`src/rtl/uart_rx_fc_pkg.sv`:
```
// Shared UART receive definitions: line levels, frame width, FSM states.
package uart_rx_fc_pkg;

    localparam int   DATA_BITS = 8;
    localparam int   BIT_CW    = $clog2(DATA_BITS);
    localparam logic IDLE_LVL  = 1'b1;

    typedef enum logic [2:0] {
        S_IDLE,
        S_START,
        S_DATA,
        S_STOP,
        S_WAIT_IDLE
    } rx_state_t;

endpackage

```
`src/rtl/uart_rx_fifo.sv`:
```
// Small synchronous receive FIFO with show-ahead head and next-count output.
module uart_rx_fifo #(
    parameter int DEPTH = 4,
    parameter int W     = 8
) (
    input  logic                     clk,
    input  logic                     resetn,
    input  logic                     i_push,
    input  logic [W-1:0]             i_data,
    input  logic                     i_pop,
    output logic [W-1:0]             o_data,
    output logic                     o_full,
    output logic                     o_empty,
    output logic [$clog2(DEPTH):0]   o_count,
    output logic [$clog2(DEPTH):0]   o_count_nxt
);

    localparam int AW = $clog2(DEPTH);
    localparam int CW = AW + 1;

    logic [W-1:0]  r_mem [DEPTH];
    logic [AW-1:0] r_wptr;
    logic [AW-1:0] r_rptr;
    logic [CW-1:0] r_cnt;

    logic w_rd;
    logic w_wr;

    assign o_full  = (r_cnt == CW'(DEPTH));
    assign o_empty = (r_cnt == '0);
    assign w_rd    = i_pop && !o_empty;
    // A pop in the same cycle frees the slot a full-FIFO push needs.
    assign w_wr    = i_push && (!o_full || w_rd);

    assign o_count     = r_cnt;
    assign o_count_nxt = r_cnt + CW'(w_wr) - CW'(w_rd);
    assign o_data      = o_empty ? '0 : r_mem[r_rptr];

    always_ff @(posedge clk) begin
        if (w_wr) begin
            r_mem[r_wptr] <= i_data;
        end
    end

    always_ff @(posedge clk or negedge resetn) begin
        if (!resetn) begin
            r_wptr <= '0;
            r_rptr <= '0;
            r_cnt  <= '0;
        end else begin
            if (w_wr) begin
                r_wptr <= r_wptr + AW'(1);
            end
            if (w_rd) begin
                r_rptr <= r_rptr + AW'(1);
            end
            r_cnt <= o_count_nxt;
        end
    end

endmodule

```
`src/rtl/uart_rx_fc.sv`:
```
// 8N1 UART receiver with receive FIFO, valid/ready output and RTS flow control.
module uart_rx_fc
    import uart_rx_fc_pkg::*;
#(
    parameter int CLK_DIV    = 104,
    parameter int FIFO_DEPTH = 4
) (
    input  logic       clk,
    input  logic       resetn,
    input  logic       rx,
    output logic       rts,
    output logic [7:0] rd_data,
    output logic       rd_valid,
    input  logic       rd_ready,
    output logic       frame_err,
    output logic       overrun
);

    localparam int BW = $clog2(CLK_DIV);
    localparam int CW = $clog2(FIFO_DEPTH) + 1;
    localparam logic [BW-1:0] L_FULL = BW'(CLK_DIV - 1);
    localparam logic [BW-1:0] L_HALF = BW'(CLK_DIV / 2 - 1);

    rx_state_t             r_state;
    logic                  r_rx_m;
    logic                  r_rx_s;
    logic [BW-1:0]         r_baud;
    logic [BIT_CW-1:0]     r_bit;
    logic [DATA_BITS-1:0]  r_shift;
    logic                  r_ferr;
    logic                  r_ovr;
    logic                  r_rts;

    logic                  w_stop_smp;
    logic                  w_push;
    logic                  w_pop;
    logic                  w_full;
    logic                  w_empty;
    logic [CW-1:0]         w_cnt;
    logic [CW-1:0]         w_cnt_nxt;
    logic [DATA_BITS-1:0]  w_head;

    assign w_stop_smp = (r_state == S_STOP) && (r_baud == L_FULL);
    assign w_push     = w_stop_smp && (r_rx_s == IDLE_LVL);
    assign w_pop      = !w_empty && rd_ready;

    uart_rx_fifo #(
        .DEPTH (FIFO_DEPTH),
        .W     (DATA_BITS)
    ) u_fifo (
        .clk         (clk),
        .resetn      (resetn),
        .i_push      (w_push),
        .i_data      (r_shift),
        .i_pop       (w_pop),
        .o_data      (w_head),
        .o_full      (w_full),
        .o_empty     (w_empty),
        .o_count     (w_cnt),
        .o_count_nxt (w_cnt_nxt)
    );

    always_ff @(posedge clk or negedge resetn) begin
        if (!resetn) begin
            r_rx_m <= IDLE_LVL;
            r_rx_s <= IDLE_LVL;
        end else begin
            r_rx_m <= rx;
            r_rx_s <= r_rx_m;
        end
    end

    always_ff @(posedge clk or negedge resetn) begin
        if (!resetn) begin
            r_state <= S_IDLE;
            r_baud  <= '0;
            r_bit   <= '0;
            r_shift <= '0;
            r_ferr  <= 1'b0;
        end else begin
            r_ferr <= 1'b0;
            unique case (r_state)
                S_IDLE: begin
                    r_baud <= '0;
                    if (r_rx_s != IDLE_LVL) begin
                        r_state <= S_START;
                    end
                end
                S_START: begin
                    if (r_baud == L_HALF) begin
                        r_baud  <= '0;
                        r_bit   <= '0;
                        r_state <= (r_rx_s == IDLE_LVL) ? S_IDLE : S_DATA;
                    end else begin
                        r_baud <= r_baud + BW'(1);
                    end
                end
                S_DATA: begin
                    if (r_baud == L_FULL) begin
                        r_baud  <= '0;
                        r_shift <= {r_rx_s, r_shift[DATA_BITS-1:1]};
                        r_bit   <= r_bit + BIT_CW'(1);
                        if (r_bit == BIT_CW'(DATA_BITS - 1)) begin
                            r_state <= S_STOP;
                        end
                    end else begin
                        r_baud <= r_baud + BW'(1);
                    end
                end
                S_STOP: begin
                    if (r_baud == L_FULL) begin
                        r_baud <= '0;
                        if (r_rx_s == IDLE_LVL) begin
                            r_state <= S_IDLE;
                        end else begin
                            r_ferr  <= 1'b1;
                            r_state <= S_WAIT_IDLE;
                        end
                    end else begin
                        r_baud <= r_baud + BW'(1);
                    end
                end
                S_WAIT_IDLE: begin
                    // A held-low break must not look like a new start bit.
                    if (r_rx_s == IDLE_LVL) begin
                        r_state <= S_IDLE;
                    end
                end
                default: begin
                    r_state <= S_IDLE;
                end
            endcase
        end
    end

    always_ff @(posedge clk or negedge resetn) begin
        if (!resetn) begin
            r_ovr <= 1'b0;
            r_rts <= 1'b0;
        end else begin
            r_ovr <= w_push && w_full && !w_pop;
            // One slot of slack covers a frame already in flight.
            r_rts <= (w_cnt_nxt < CW'(FIFO_DEPTH - 1));
        end
    end

    assign rts       = r_rts;
    assign rd_data   = w_head;
    assign rd_valid  = !w_empty;
    assign frame_err = r_ferr;
    assign overrun   = r_ovr;

endmodule

```
`config.mk`:
```
export PLATFORM = sky130hd
export DESIGN_NAME = uart_rx_fc
export DESIGN_NICKNAME = d
export VERILOG_FILES = /design/src/rtl/uart_rx_fc_pkg.sv /design/src/rtl/uart_rx_fifo.sv /design/src/rtl/uart_rx_fc.sv
export SDC_FILE = /design/constraint.sdc
export NUM_CORES = 1
export LEC_CHECK = 0
export CELL_PAD_IN_SITES_DETAIL_PLACEMENT = 0
export CELL_PAD_IN_SITES_GLOBAL_PLACEMENT = 2
export CORE_ASPECT_RATIO = 0.6
export CORE_UTILIZATION = 34
export CTS_BUF_LIST = sky130_fd_sc_hd__clkbuf_8
export DETAILED_ROUTE_END_ITERATION = 6
export PLACE_DENSITY = 0.7
export SLEW_MARGIN = 20
export SYNTH_ARGS = -nofsm -noshare
export SYNTH_HDL_FRONTEND = slang
export SYNTH_SLANG_ARGS = --single-unit
```
`constraint.sdc`:
```
create_clock -name clk -period 3.3 [get_ports clk]
set_input_delay 0.66 -clock clk [delete_from_list [all_inputs] [get_ports clk]]
set_output_delay 0.66 -clock clk [all_outputs]
set_load 0.03 [all_outputs]
```
==> results of run 1 <==
## through the flow
stage / utilization (%) / power [W]
after global placement: 38.8 / 0.000879
final: 41.4 / 0.00157
after CTS: 41.4 / 0.00159
after floorplan: - / 0.000865
after global routing: 41.4 / 0.00163
after detailed placement: 38.8 / 0.000879
## per-layer routing
metal	wire, um	part of all wire, %
met1	2740	58
met2	1770	37
met5	0	0
met4	56	1.2
met3	156	3.3
## cell type report
type	count	area, um2
clock buffers	9	124
clock inverters	7	86.3
fillers	737	4650
inverters	9	33.8
multi-input cells	106	960
flip-flops and latches	65	1790
well taps	108	135
repair buffers	17	165
## worst max-delay path: stages, from the launching register on
cell and delay [ns]:
dfrtp_1 0.33, buf_4 0.22, mux4_2 0.52, and2_1 0.18
clkdlybuf4s50_1 0.59
## cells by family after synthesis
group	count (synthesis)
adders and majority gates	10
DFF	65
and+or+nand+nor	54
xor gates and xnor gates	9
muxes	19
AOI/OAI and AO/OA	14
buffers and inverters	15
## power by group
part | switching [W] | leakage [nW] | total [W] | internal, W
logic | 0.00000909 | 0.455 | 0.0000137 | 0.00000461
registers | 0.00000137 | 0.806 | 0.000848 | 0.000847
clock network | 0.000290 | 0.110 | 0.000708 | 0.000418
## registers in the layout, indices dropped and copies added, names as in the netlist
register and count:
rts 1, frame_err 1, u_fifo.o_count 3, r_rx_m 1, r_baud 7, u_fifo.r_wptr 2
r_state 3, u_fifo.r_rptr 2, r_shift 8, overrun 1, u_fifo.r_mem 32, r_bit 3
r_rx_s 1
## how the worst max path moves through the flow
stage                            startpoint            end  slack [ns]
2_1_floorplan   u_fifo.o_count[2]$_DFF_PN0_  rts$_DFF_PN0_        0.70
3_3_place_gp                       rd_ready  rts$_DFF_PN0_        0.67
3_5_place_dp                       rd_ready  rts$_DFF_PN0_        0.62
4_1_cts        u_fifo.r_rptr[0]$_DFFE_PN0P_     rd_data[7]        0.43
5_1_grt        u_fifo.r_rptr[0]$_DFFE_PN0P_     rd_data[0]        0.35
6_report       u_fifo.r_rptr[0]$_DFFE_PN0P_     rd_data[7]        0.48
## layout by cell type (no fill, tap or decap), types with 4 or more instances in the layout
master / instances
clkdlybuf4s50_1: 15
a21oi_1: 4
and2_1: 13
xor2_1: 4
dfrtp_1: 31
mux2_2: 9
xnor2_1: 5
nand2_1: 6
nor2_1: 11
clkbuf_8: 9
inv_1: 10
edfxtp_1: 32
nand4b_1: 5
mux4_2: 8
ha_1: 9
==> impl_metrics.ini, run 1 <==
[outcome]
status = completed

[logic_synthesis]
synth.top_cell.area_share_pct = 34.1
synthXorXnorAreaFrac_pct = 2.80
synth-async-reset-ratio_pct = 50.8
synthCells = 186
yosys-top-cells-area = edfxtp_1 34%, dfrtp_1 28%, mux4_2 6.4%
muxShareOfSynthArea_pct = 10.8
synth-seq-area-share_pct = 63.6
synthAdderAreaFrac_pct = 4.71
synth_edf_count = 32
syn_nets = 200
yosysMostFrequentCell = edfxtp_1
synth_compound_area_share_pct = 3.47
yosys_warnings = 0
synthTopCellsByCount = 32 x edfxtp_1, 31 x dfrtp_1, 13 x and2_1, 11 x nor2_1
synth_top_family_by_area = simple AND/OR/NAND/NOR gates
synth-simple-area-share_pct = 12.4
syn_avg_cell_area_um2 = 15.1
syn-cell-area_um2 = 2810
ys_ff_latch = 65
yosys.area.top_type = edfxtp_1
synth.distinct_cells = 43
ys.flop_type = edfxtp_1

[layout]
final_nets = 222
design_area_um2 = 3290
diodes = 0
drive_gt1_share_pct = 20.7
fin_cells = 321
syn_to_final_growth_pct = 17.0

[route]
wire_per_inst_um = 14.7
finalWirelength_mm = 4.73
antenna_left = 0
avgViaCountPerCell = 4.61
dr.pass1.iters = 4
drtIter0Drc = 101
vias = 1481
route.detailed.drc = 0

[cts]
cts_resized = 0
cts_tree = yes
hold_buffers = 0
numCtsBuffers = 9
clock-sinks = 65
cts_root_buffer = clkbuf_8
cts.clk_slew.worst_paths_ns = 0.07
ctsLongestPathBuffers = 2
clk_latency_ns = 0.33
cts-htree-levels = 3
cts_setup_buffers = 0

[worst_hold_path]
min-delay-start = r_rx_m$_DFF_PN1_
hold_end = r_rx_s$_DFF_PN1_
hold_class = flip-flop to flip-flop
min_path_cells = 0

[timing]
holdWs_ns = 0.358
setup_violations = 0
relSlewSlack_pct = 59.4
timing.final.hold_violations = 0
fmax_mhz = 355
min_period_ns = 2.82
rsz0062_at_grt = false
fin_tns_setup_ns = 0
worstMarginPinSlew_ns = 0.605
fin_crit_sh_pct = 85.4
slew_violations = 0
worst_slack_ns = 0.482
finalClockSkew_ns = 0.00685

[setup_path]
crit_type = flip-flop to primary output
worst_ep_arrival_time_ns = 2.16
cp-start-kind = flip-flop
worstPathMaxFanout = 10
end_kind = primary output
r2r-start = u_fifo.o_count[2]$_DFF_PN0_
r2r-end = rts$_DFF_PN0_
reg2reg_slack_ns = 0.72
cp_data_required_time_ns = 2.64
ff2ff_path_depth = 9

[global_routing]
grt_max_degree = 34
met2_usage_pct = 15.7
antenna_found_initial = 0
grt_use_total_pct = 12.5
gr-usage-met1_pct = 19.1
grt_overflow_total = 0
grt_pass1_wl_mm = 8.00
grt_util_met3_pct = 4.64
busiest_layer = met1
grt_pass1_vias = 1465

[floorplan]
ioPinCount = 16
start_util_pct = 35.4
fp-row-count = 25
die_area_um2 = 8660
die_y_um = 72.5
fp.coreArea_um2 = 7950
die_w_um = 119

[placed_design]
preCtsSetupSlack_ns = 0.618
placed_cells = 305
placed_area_um2 = 3080
place.gp.congestion = 0.695
portBuffers = 15
hpwl_mm = 3.26

[pwr]
p_leak_nw = 1.37
power_density_nw_per_um2 = 477
ir_worst_vdd_mv = 0.245

[job]
maxCapViolations = 0
Note: power is estimated with default switching activity, not from simulation.
==> run 2: changes to the inputs <==
--- a/config.mk
+++ b/config.mk
@@ -12,7 +12,7 @@
 export CTS_BUF_LIST = sky130_fd_sc_hd__clkbuf_8
 export DETAILED_ROUTE_END_ITERATION = 6
 export PLACE_DENSITY = 0.7
-export SLEW_MARGIN = 20
+export SLEW_MARGIN = 30
 export SYNTH_ARGS = -nofsm -noshare
 export SYNTH_HDL_FRONTEND = slang
 export SYNTH_SLANG_ARGS = --single-unit
==> results of run 2 <==
No change in the layout: final DEF, timing and power equal those of run 1.
==> run 3: changes to the inputs <==
--- a/config.mk
+++ b/config.mk
@@ -5,9 +5,10 @@
 export SDC_FILE = /design/constraint.sdc
 export NUM_CORES = 1
 export LEC_CHECK = 0
-export CELL_PAD_IN_SITES_DETAIL_PLACEMENT = 0
+export CELL_PAD_IN_SITES_DETAIL_PLACEMENT = 1
 export CELL_PAD_IN_SITES_GLOBAL_PLACEMENT = 2
 export CORE_ASPECT_RATIO = 0.6
+export CORE_MARGIN = 2
 export CORE_UTILIZATION = 34
 export CTS_BUF_LIST = sky130_fd_sc_hd__clkbuf_8
 export DETAILED_ROUTE_END_ITERATION = 6
==> run 3 against run 2 <==
Net effect:
- flip-flop and latch count unchanged
- critical path type unchanged
- routed wire length up 12%
- largest power group unchanged
- maximum frequency down 7.3%
- cell area up 0.30%
- sequential share of layout area down 0.16 points
- utilization up 0.13 points
- clock skew down 0.00080 ns
- setup slack worse by 0.22 ns
- global-route usage up 0.87 points
- worst hold slack worse by 0.00079 ns
==> impl_metrics.ini, run 3 (synthesized netlist as in run 1, its figures left out) <==
[route]
finalWirelength_mm = 5.30
antenna_left = 0
drtIter0Drc = 87
route.detailed.drc = 0
avgViaCountPerCell = 4.81
dr.pass1.iters = 4
vias = 1543
wire_per_inst_um = 16.5

[job]
maxCapViolations = 0

[layout]
layout_common_cells = 32 x edfxtp_1, 31 x dfrtp_1, 15 x clkdlybuf4s50_1
drive_gt1_share_pct = 20.7
multiInputGateArea_um2 = 960
reg_top3 = u_fifo.r_mem x32, r_shift x8, r_baud x7
syn_to_final_growth_pct = 17.4
layout_commonest_cell = edfxtp_1
final_nets = 222
top_register = u_fifo.r_mem
fin_cells = 321
largest_reg_flops = 32
fill_cells = 824
design_area_um2 = 3300
diodes = 0
ff_latch_area_um2 = 1790

[floorplan]
fp-row-count = 25
die_w_um = 121
die_y_um = 74.5
die_area_um2 = 9040
ioPinCount = 16
start_util_pct = 35.4
fp.coreArea_um2 = 7950

[setup_path]
worstPathMaxFanout = 9
worst_path_largest_cell_delay_ns = 0.70
cp_data_required_time_ns = 2.64
path_cells = mux4_2 > and2_1 > clkdlybuf4s50_1
critPathLaunch = u_fifo.r_rptr[0]$_DFFE_PN0P_
critical_path.top_delay_family = flip-flops
worst_ep_arrival_time_ns = 2.38
crit_buf_inv = 1
end_kind = primary output
r2r-start = u_fifo.o_count[2]$_DFF_PN0_
worst_path_max_delay_cell = dfrtp_1
cp-start-kind = flip-flop
crit_type = flip-flop to primary output

[cts]
cts-htree-levels = 3
cts_resized = 0
ctsLongestPathBuffers = 2
cts_tree = yes
cts_setup_buffers = 0
clock-sinks = 65
clk_latency_ns = 0.34
cts.clk_slew.worst_paths_ns = 0.07
cts_root_buffer = clkbuf_8
numCtsBuffers = 9
hold_buffers = 0

[timing]
rsz0062_at_grt = false
setup_violations = 0
finalClockSkew_ns = 0.00606
timing.final.hold_violations = 0
slew_violations = 0
fin_tns_setup_ns = 0
relSlewSlack_pct = 62.8
min_period_ns = 3.04
fmax_mhz = 329
holdWs_ns = 0.357
worstMarginPinSlew_ns = 0.558
fin_crit_sh_pct = 92.1

[outcome]
status = completed

[placed_design]
placed_area_um2 = 3080
hpwl_mm = 3.77
portBuffers = 15
place.gp.congestion = 0.718
placed_cells = 305

[pwr]
p_leak_nw = 1.37
ir_worst_vdd_mv = 0.186
power_density_nw_per_um2 = 484

[global_routing]
grt_use_total_pct = 13.4
grt_max_degree = 34
antenna_found_initial = 0
grt_overflow_total = 0
grt_pass1_vias = 1612
grt_pass1_wl_mm = 8.79

[worst_hold_path]
hold_class = flip-flop to flip-flop
min-delay-start = r_rx_m$_DFF_PN1_
==> run 3: cell count changes in the layout (fill, tap and decap cells not counted), sizes merged <==
cell,change
clkinvlp,+1
clkinv,-1
==> run 3: power breakdown <==
part,switching [W],internal [W],leakage (nW)
logic,0.00000902,0.00000459,0.455
registers,0.00000133,0.000846,0.806
clock network,0.000312,0.000425,0.107
total,0.000323,0.00128,1.37
==> run 3: per-stage QoR <==
step           power, W  utilization, %  worst slack, ns
2_1_floorplan  0.000865               -            0.699
3_3_place_gp   0.000879            38.8            0.581
3_5_place_dp   0.000879            38.8            0.562
4_1_cts         0.00162            41.6            0.226
5_1_grt         0.00166            41.6            0.114
6_report        0.00160            41.6            0.261
==> run 3: area by class of cell <==
cell class / instances / area share (%)
flip-flops and latches: 65 / 54.2
well taps: 108 / 4.09
inverters: 9 / 1.02
repair buffers: 17 / 5.00
clock buffers: 9 / 3.75
multi-input cells: 106 / 29.1
clock inverters: 7 / 2.92
==> run 3: path summary, 6_finish.rpt <==
check | endpoint | slack, ns | cells after the start
setup / recovery | rd_data[5] | 0.26 | 3
hold / removal | r_rx_s$_DFF_PN1_ | 0.36 | 0
setup reg to reg | rts$_DFF_PN0_ | 0.70 | 9
hold reg to reg | r_rx_s$_DFF_PN1_ | 0.36 | 0
max in group asynchronous | r_rx_m$_DFF_PN1_ | 2.21 | 2
min in group asynchronous | u_fifo.r_rptr[1]$_DFFE_PN0P_ | 0.73 | 2
==> run 3: metal layers <==
layer  track usage, %  share of wire [%]  vias up
li1                 -                  -      718
met1             19.5                 54      785
met2             18.5                 41       34
met3             5.29                4.2        6
met4             4.21                1.2        0
met5                0                  0        -
